File: src/rtl/fp_pkg.sv
// Shared types and helpers for the sequential FP adder/subtractor.
// Latency: n/a (types, constants and a constant function only).
// Backpressure: n/a.
package fp_pkg;

  typedef enum logic [2:0] {
    IDLE,
    UNPACK,
    ALIGN,
    ADD,
    NORM,
    ROUND,
    DONE
  } state_t;

  typedef struct packed {
    logic invalid;
    logic overflow;
    logic underflow;
    logic inexact;
  } flags_t;

  // guard, round and sticky bits carried below the significand
  localparam int GRS_W = 3;

  // Quiet NaN pattern {0, all-ones exponent, 1, 0...}, right-aligned in 64 bits.
  function automatic logic [63:0] qnan(input int exp_w, input int man_w);
    logic [63:0] r;
    r = '0;
    for (int i = 0; i < exp_w; i++) begin
      r[man_w + i] = 1'b1;
    end
    r[man_w - 1] = 1'b1;
    return r;
  endfunction

endpackage

File: src/rtl/fp_lzc.sv
// Combinational leading-zero counter; returns WIDTH for an all-zero input.
// Latency: 0 cycles (purely combinational).
// Backpressure: n/a.
// Ports: val - vector to scan (MSB first); cnt - number of leading zeros.
module fp_lzc #(
  parameter  int WIDTH = 27,
  localparam int CNT_W = $clog2(WIDTH + 1)
) (
  input  logic [WIDTH-1:0] val,
  output logic [CNT_W-1:0] cnt
);

  // scan upward so the highest set bit is the last one to write cnt
  always_comb begin
    cnt = CNT_W'(WIDTH);
    for (int i = 0; i < WIDTH; i++) begin
      if (val[i]) begin
        cnt = CNT_W'(WIDTH - 1 - i);
      end
    end
  end

endmodule

File: src/rtl/fp_addsub_seq.sv
// IEEE-754 add/subtract (RNE) as a one-stage-per-cycle FSM: IDLE-UNPACK-ALIGN-ADD-NORM-ROUND-DONE.
// Latency: out_valid rises 6 cycles after the accept edge, for every operand class.
// Backpressure: one op in flight; in_ready low from accept until the result is consumed, z/flags held meanwhile.
// Ports: clk, rst (async active-low), in_valid/in_ready/op/x/y request side,
//        out_valid/out_ready/z/flags result side, flags = {invalid, overflow, underflow, inexact}.
module fp_addsub_seq
  import fp_pkg::*;
#(
  parameter  int EXP_W = 8,
  parameter  int MAN_W = 23,
  localparam int W     = 1 + EXP_W + MAN_W
) (
  input  logic         clk,
  input  logic         rst,
  input  logic         in_valid,
  output logic         in_ready,
  input  logic         op,
  input  logic [W-1:0] x,
  input  logic [W-1:0] y,
  output logic         out_valid,
  input  logic         out_ready,
  output logic [W-1:0] z,
  output logic [3:0]   flags
);

  localparam int MW  = MAN_W + 1 + GRS_W;  // aligned significand incl. G/R/S
  localparam int SW  = MW + 1;             // sum with carry
  localparam int EW1 = EXP_W + 1;          // exponent with overflow headroom
  localparam int LZW = $clog2(MW + 1);
  localparam logic [EXP_W-1:0] EXP_ONES = {EXP_W{1'b1}};

  state_t state, state_nxt;

  logic [W-1:0]     x_q, y_q;
  logic             op_q;
  logic             special_q;   // result already final; later stages pass through
  logic             sx_q, sy_q;
  logic [EXP_W-1:0] ex_q, ey_q;
  logic [MAN_W:0]   mx_q, my_q;
  logic             sa_q, sub_q;
  logic [MW-1:0]    ma_q, mb_q, mant_q;
  logic [EW1-1:0]   e_q;
  logic [SW-1:0]    sum_q;
  logic [W-1:0]     z_q;
  flags_t           flags_q;
  logic             out_valid_q;

  assign in_ready  = (state == IDLE);
  assign out_valid = out_valid_q;
  assign z         = z_q;
  assign flags     = flags_q;

  // ---------------- unpack ----------------
  logic [EXP_W-1:0] x_exp, y_exp;
  logic [MAN_W-1:0] x_frac, y_frac;
  logic             y_sign_eff, x_nan, y_nan, x_inf, y_inf;

  assign x_exp      = x_q[W-2:MAN_W];
  assign y_exp      = y_q[W-2:MAN_W];
  assign x_frac     = x_q[MAN_W-1:0];
  assign y_frac     = y_q[MAN_W-1:0];
  assign y_sign_eff = y_q[W-1] ^ op_q;
  assign x_nan      = (x_exp == EXP_ONES) && (x_frac != '0);
  assign y_nan      = (y_exp == EXP_ONES) && (y_frac != '0);
  assign x_inf      = (x_exp == EXP_ONES) && (x_frac == '0);
  assign y_inf      = (y_exp == EXP_ONES) && (y_frac == '0);

  // ---------------- align ----------------
  logic             x_ge;
  logic [EXP_W-1:0] ea, eb, d;
  logic [MAN_W:0]   ma, mb;
  logic [MW-1:0]    a_ext, b_ext, b_shift, b_mask, b_al;
  logic [31:0]      d32;

  always_comb begin
    x_ge    = {ex_q, mx_q} >= {ey_q, my_q};
    ea      = x_ge ? ex_q : ey_q;
    eb      = x_ge ? ey_q : ex_q;
    ma      = x_ge ? mx_q : my_q;
    mb      = x_ge ? my_q : mx_q;
    d       = ea - eb;
    d32     = 32'(d);
    a_ext   = {ma, {GRS_W{1'b0}}};
    b_ext   = {mb, {GRS_W{1'b0}}};
    b_shift = b_ext >> d32;
    b_mask  = ~({MW{1'b1}} << d32);
    if (d32 > 32'(MW - 1)) begin
      b_al = {{(MW-1){1'b0}}, |b_ext};
    end else begin
      b_al = {b_shift[MW-1:1], b_shift[0] | (|(b_ext & b_mask))};
    end
  end

  // ---------------- add ----------------
  logic [SW-1:0] sum;
  assign sum = sub_q ? ({1'b0, ma_q} - {1'b0, mb_q}) : ({1'b0, ma_q} + {1'b0, mb_q});

  // ---------------- normalise ----------------
  logic [LZW-1:0] lz;
  logic [31:0]    lim32, sh32;
  logic [MW-1:0]  n_mant;
  logic [EW1-1:0] n_e;

  fp_lzc #(.WIDTH(MW)) u_lzc (
    .val (sum_q[MW-1:0]),
    .cnt (lz)
  );

  always_comb begin
    // left shift may not take the exponent below 1; hitting the limit means subnormal
    lim32 = 32'(e_q) - 32'd1;
    sh32  = (32'(lz) < lim32) ? 32'(lz) : lim32;
    if (sum_q[SW-1]) begin
      n_mant = {sum_q[SW-1:2], sum_q[1] | sum_q[0]};
      n_e    = e_q + EW1'(1);
    end else begin
      n_mant = sum_q[MW-1:0] << sh32;
      n_e    = e_q - EW1'(sh32);
      if (!n_mant[MW-1]) begin
        n_e = '0;
      end
    end
  end

  // ---------------- round ----------------
  logic             g, r, s, inc, inx, ovf;
  logic [MAN_W+1:0] rnd;
  logic [EW1-1:0]   e_r;
  logic [MAN_W-1:0] frac_r;

  always_comb begin
    g      = mant_q[2];
    r      = mant_q[1];
    s      = mant_q[0];
    inc    = g & (r | s | mant_q[GRS_W]);
    inx    = g | r | s;
    rnd    = {1'b0, mant_q[MW-1:GRS_W]} + {{(MAN_W+1){1'b0}}, inc};
    e_r    = e_q;
    frac_r = rnd[MAN_W-1:0];
    if (rnd[MAN_W+1]) begin
      e_r    = e_q + EW1'(1);
      frac_r = rnd[MAN_W:1];
    end else if ((e_q == '0) && rnd[MAN_W]) begin
      // subnormal rounded up into the smallest normal
      e_r = EW1'(1);
    end
    ovf = e_r >= {1'b0, EXP_ONES};
  end

  // ---------------- FSM ----------------
  always_ff @(posedge clk or negedge rst) begin
    if (!rst) begin
      state <= IDLE;
    end else begin
      state <= state_nxt;
    end
  end

  // Special results still walk every stage so latency is the same for all inputs.
  always_comb begin
    state_nxt = state;
    case (state)
      IDLE:    if (in_valid) state_nxt = UNPACK;
      UNPACK:  state_nxt = ALIGN;
      ALIGN:   state_nxt = ADD;
      ADD:     state_nxt = NORM;
      NORM:    state_nxt = ROUND;
      ROUND:   state_nxt = DONE;
      DONE:    if (out_valid_q && out_ready) state_nxt = IDLE;
      default: state_nxt = IDLE;
    endcase
  end

  // ---------------- datapath registers ----------------
  always_ff @(posedge clk or negedge rst) begin
    if (!rst) begin
      x_q         <= '0;
      y_q         <= '0;
      op_q        <= 1'b0;
      special_q   <= 1'b0;
      sx_q        <= 1'b0;
      sy_q        <= 1'b0;
      ex_q        <= '0;
      ey_q        <= '0;
      mx_q        <= '0;
      my_q        <= '0;
      sa_q        <= 1'b0;
      sub_q       <= 1'b0;
      ma_q        <= '0;
      mb_q        <= '0;
      e_q         <= '0;
      sum_q       <= '0;
      mant_q      <= '0;
      z_q         <= '0;
      flags_q     <= '0;
      out_valid_q <= 1'b0;
    end else begin
      case (state)
        IDLE: begin
          if (in_valid) begin
            x_q       <= x;
            y_q       <= y;
            op_q      <= op;
            special_q <= 1'b0;
            flags_q   <= '0;
          end
        end
        UNPACK: begin
          sx_q <= x_q[W-1];
          sy_q <= y_sign_eff;
          ex_q <= (|x_exp) ? x_exp : EXP_W'(1);
          ey_q <= (|y_exp) ? y_exp : EXP_W'(1);
          mx_q <= {|x_exp, x_frac};
          my_q <= {|y_exp, y_frac};
          if (x_nan || y_nan || (x_inf && y_inf && (x_q[W-1] != y_sign_eff))) begin
            special_q       <= 1'b1;
            z_q             <= W'(qnan(EXP_W, MAN_W));
            flags_q.invalid <= 1'b1;
          end else if (x_inf) begin
            special_q <= 1'b1;
            z_q       <= {x_q[W-1], EXP_ONES, {MAN_W{1'b0}}};
          end else if (y_inf) begin
            special_q <= 1'b1;
            z_q       <= {y_sign_eff, EXP_ONES, {MAN_W{1'b0}}};
          end
        end
        ALIGN: begin
          ma_q  <= a_ext;
          mb_q  <= b_al;
          e_q   <= {1'b0, ea};
          sa_q  <= x_ge ? sx_q : sy_q;
          sub_q <= (sx_q != sy_q);
        end
        ADD: begin
          sum_q <= sum;
          if (!special_q && (sum == '0)) begin
            special_q <= 1'b1;
            z_q       <= '0;
          end
        end
        NORM: begin
          if (!special_q) begin
            mant_q <= n_mant;
            e_q    <= n_e;
          end
        end
        ROUND: begin
          if (!special_q) begin
            if (ovf) begin
              z_q              <= {sa_q, EXP_ONES, {MAN_W{1'b0}}};
              flags_q.overflow <= 1'b1;
              flags_q.inexact  <= 1'b1;
            end else begin
              z_q               <= {sa_q, e_r[EXP_W-1:0], frac_r};
              flags_q.inexact   <= inx;
              flags_q.underflow <= (e_r == '0) && inx;
            end
          end
        end
        DONE: begin
          out_valid_q <= !(out_valid_q && out_ready);
        end
        default: ;
      endcase
    end
  end

endmodule

File: config.mk
export PLATFORM = sky130hd
export DESIGN_NAME = fp_addsub_seq
export DESIGN_NICKNAME = d
export VERILOG_FILES = /design/src/rtl/fp_pkg.sv /design/src/rtl/fp_lzc.sv /design/src/rtl/fp_addsub_seq.sv
export SDC_FILE = /design/constraint.sdc
export NUM_CORES = 1
export LEC_CHECK = 0
export CORE_ASPECT_RATIO = 0.9
export CORE_UTILIZATION = 55
export DETAILED_ROUTE_END_ITERATION = 8
export MAX_ROUTING_LAYER = met4
export PLACE_DENSITY = 0.74
export SLEW_MARGIN = 10
export SYNTH_ARGS = -nofsm -noshare
export SYNTH_HDL_FRONTEND = slang
export SYNTH_SLANG_ARGS = --single-unit
File: constraint.sdc
create_clock -name clk -period 10.5 [get_ports clk]
set_clock_uncertainty 0.1 [all_clocks]
set_input_delay 2.625 -clock clk [delete_from_list [all_inputs] [get_ports clk]]
set_output_delay 2.625 -clock clk [all_outputs]
set_load 0.01 [all_outputs]
==> impl_metrics.tcl <==
set metrics [dict create \
    max-slew-margin-rel_pct 23.4 \
    num_rows 66 \
    setup_ws_ns 2.82 \
    synth_warnings 0 \
    synth.avg_cell_area_um2 8.70 \
    dpl_cell_area_mm2 0.0218 \
    via_per_inst 6.42 \
    wl_per_cell_um 22.4 \
    grt_overflow 0 \
    drt_iter0_markers 2057 \
    dp_hpwl_um 48600 \
    synth_cell_types 93 \
    grt_max_degree 166 \
    seq_area_frac_synth_pct 35.3 \
    cpMaxStageDelayCell "clkinv_1" \
    yosysMostFrequentCell "dfrtp_1" \
    grtUsageTotal_pct 35.1 \
    fin_crit_sh_pct 73.2 \
    grt_pass1_vias 17400 \
    synth_ff_type "dfrtp_1" \
    synth_edf_count 0 \
    outcome "completed" \
    coreArea_mm2 0.0364 \
    drv_cap 0 \
    utilization_pct 63.0 \
    h-tree-depth 1 \
    drtAntennaViolNets 0 \
    finalSetupTns_ns 0 \
    cts_hold_buf 0 \
    path_class "flip-flop to flip-flop" \
    antenna_found_initial 0 \
    post_cts_resized 0 \
    port-buffer-count 106 \
    cp_common_cell "a21o_1" \
    routed_wirelength_um 64600 \
    synthTopCellsByCount "289 x dfrtp_1, 244 x nand2_1, 211 x a21oi_1, 181 x nor2_1, 173 x o21ai_0" \
    fillers 3090 \
    cts_made_buffers 31 \
    worstSetupEndpointType "flip-flop" \
    firstDrtPassIters 6 \
    start_kind "flip-flop" \
    clk_pin_slew_worst_paths_ns 0.07 \
    clockRootBuffer "clkbuf_16" \
    crit_fanout 23 \
    dieWidth_um 206 \
    die_h_um 185 \
    synth_top_area_share_pct 35.3 \
    wl_met2_um 29100 \
    design_area_mm2 0.0229 \
    insertion_delay_ns 0.60 \
    worst_pin_slew_ns 1.15 \
    pre_cts_ws_ns 3.04 \
    clockBufferDepth 3 \
    finalHoldViolations 0 \
    cts_setup_buffers 0 \
    synthCells 2357 \
    wl_met1_um 29200 \
    drive_above_1_share_pct 10.1 \
    synthTopCellsByArea "dfrtp_1 35%, mux2_2 6.5%, mux2i_1 6.1%, ha_1 6.0%, a21oi_1 5.1%" \
    drc 0 \
    slowest_delay_ns 0.80 \
    top_layer_used "met4" \
    period_minus_slack_ns 7.68 \
    async_reset_ff_share_pct 100 \
    syn_area_mm2 0.0205 \
    setup_violations 0 \
    cp.required_ns 10.83 \
    maxSlewViolCount 0 \
    synth.largest_area_cell "dfrtp_1" \
    wl_met3_um 4030 \
    area_growth_pct 11.8 \
    cts_tree "yes" \
    max_freq_ghz 0.130 \
    rsz0062_at_grt "no" \
    start_util_pct 56.3 \
    grt_pass1_wl_um 101000 \
    ys_seq_elements 289 \
    die_area_mm2 0.0381 \
    clock-sinks 289 \
    critical_path_arrival_ns 8.01 \
    ios 107 \
    finalWeightedCongestion 0.964 \
    hold_class "flip-flop to flip-flop" \
    antennaDiodeCount 0 \
    vias 18500 \
    nets 2549 \
]
-- worst paths after layout --
check                      startpoint        to  slack (ns)  cells after the start
max                          sum_q[1]    e_q[7]        2.82                     29
max reg2reg                  sum_q[1]    e_q[7]        2.82                     29
min reg2reg                     z[28]     z[28]        0.38                      1
min                             z[28]     z[28]        0.38                      1
max in group asynchronous         rst  my_q[10]        6.86                      2
min in group asynchronous         rst      z[3]        2.02                      1
-- routing by layer --
metal	up-vias	track usage (%)
met2	723	53.3
met3	124	3.66
met5	-	-
met4	0	11.6
met1	9011	49.1
li1	8633	-
-- worst max-delay path, delay by kind of cell (launching register included) --
family | cells | cell delay (ns)
compound gates | 20 | 4.04
simple gates | 5 | 1.17
buf+inv | 2 | 0.89
fa+ha+maj | 2 | 0.88
flops | 1 | 0.44
-- metrics by stage --
stage	hold WS, ns	instances
2_1_floorplan	0.350	2358
3_3_place_gp	0.362	2823
3_5_place_dp	0.366	2823
4_1_cts	0.380	2880
5_1_grt	0.397	2880
6_report	0.375	2880
-- flip-flops by register name (all words and copies together), names as in the netlist, 3 cells and up --
name / count
e_q: 9
ex_q: 8
ey_q: 8
flags: 4
ma_q: 24
mant_q: 27
mb_q: 27
mx_q: 24
my_q: 24
state: 3
sum_q: 28
x_q: 32
y_q: 32
z: 32
-- cells in the final DEF (no fill, tap or decap), drive strengths merged, types with 28 or more instances in the layout --
cell type,Yosys,final
dfrtp,289,289
nand2,244,244
a21oi,213,213
nor2,181,181
o21ai,179,179
mux2i,125,125
mux2,119,119
inv,111,115
clkdlybuf4s50,0,105
ha,98,98
nand3,55,55
nor3,42,42
clkbuf,105,41
xor2,38,38
a21o,36,36
nor4,36,36
a31oi,32,32
xnor2,30,30
a211oi,28,28
-- cells by family after synthesis --
family / after synthesis / synth area share (%)
other: 1 / 0.0183
buffers and inverters: 254 / 4.82
AND/OR/NAND/NOR: 711 / 16.5
AO/OA/AOI/OAI: 686 / 21.2
adder cells (fa/ha/maj): 100 / 6.17
XOR/XNOR: 68 / 2.98
multiplexers: 248 / 13.1
flip-flops: 289 / 35.3
-- cell type report --
type	instances	area (um2)	share of cell area, %
clock inverter	16	235	1.03
multi-input combinational	1815	12300	53.8
timing repair buffer	131	1270	5.52
tap	476	596	2.60
clock buffer	41	853	3.72
inverter	112	420	1.83
sequential	289	7230	31.5
Power is left out: the tool's default activity adds up to more than one toggle a clock period on the data nets, which glitch-free logic cannot reach.
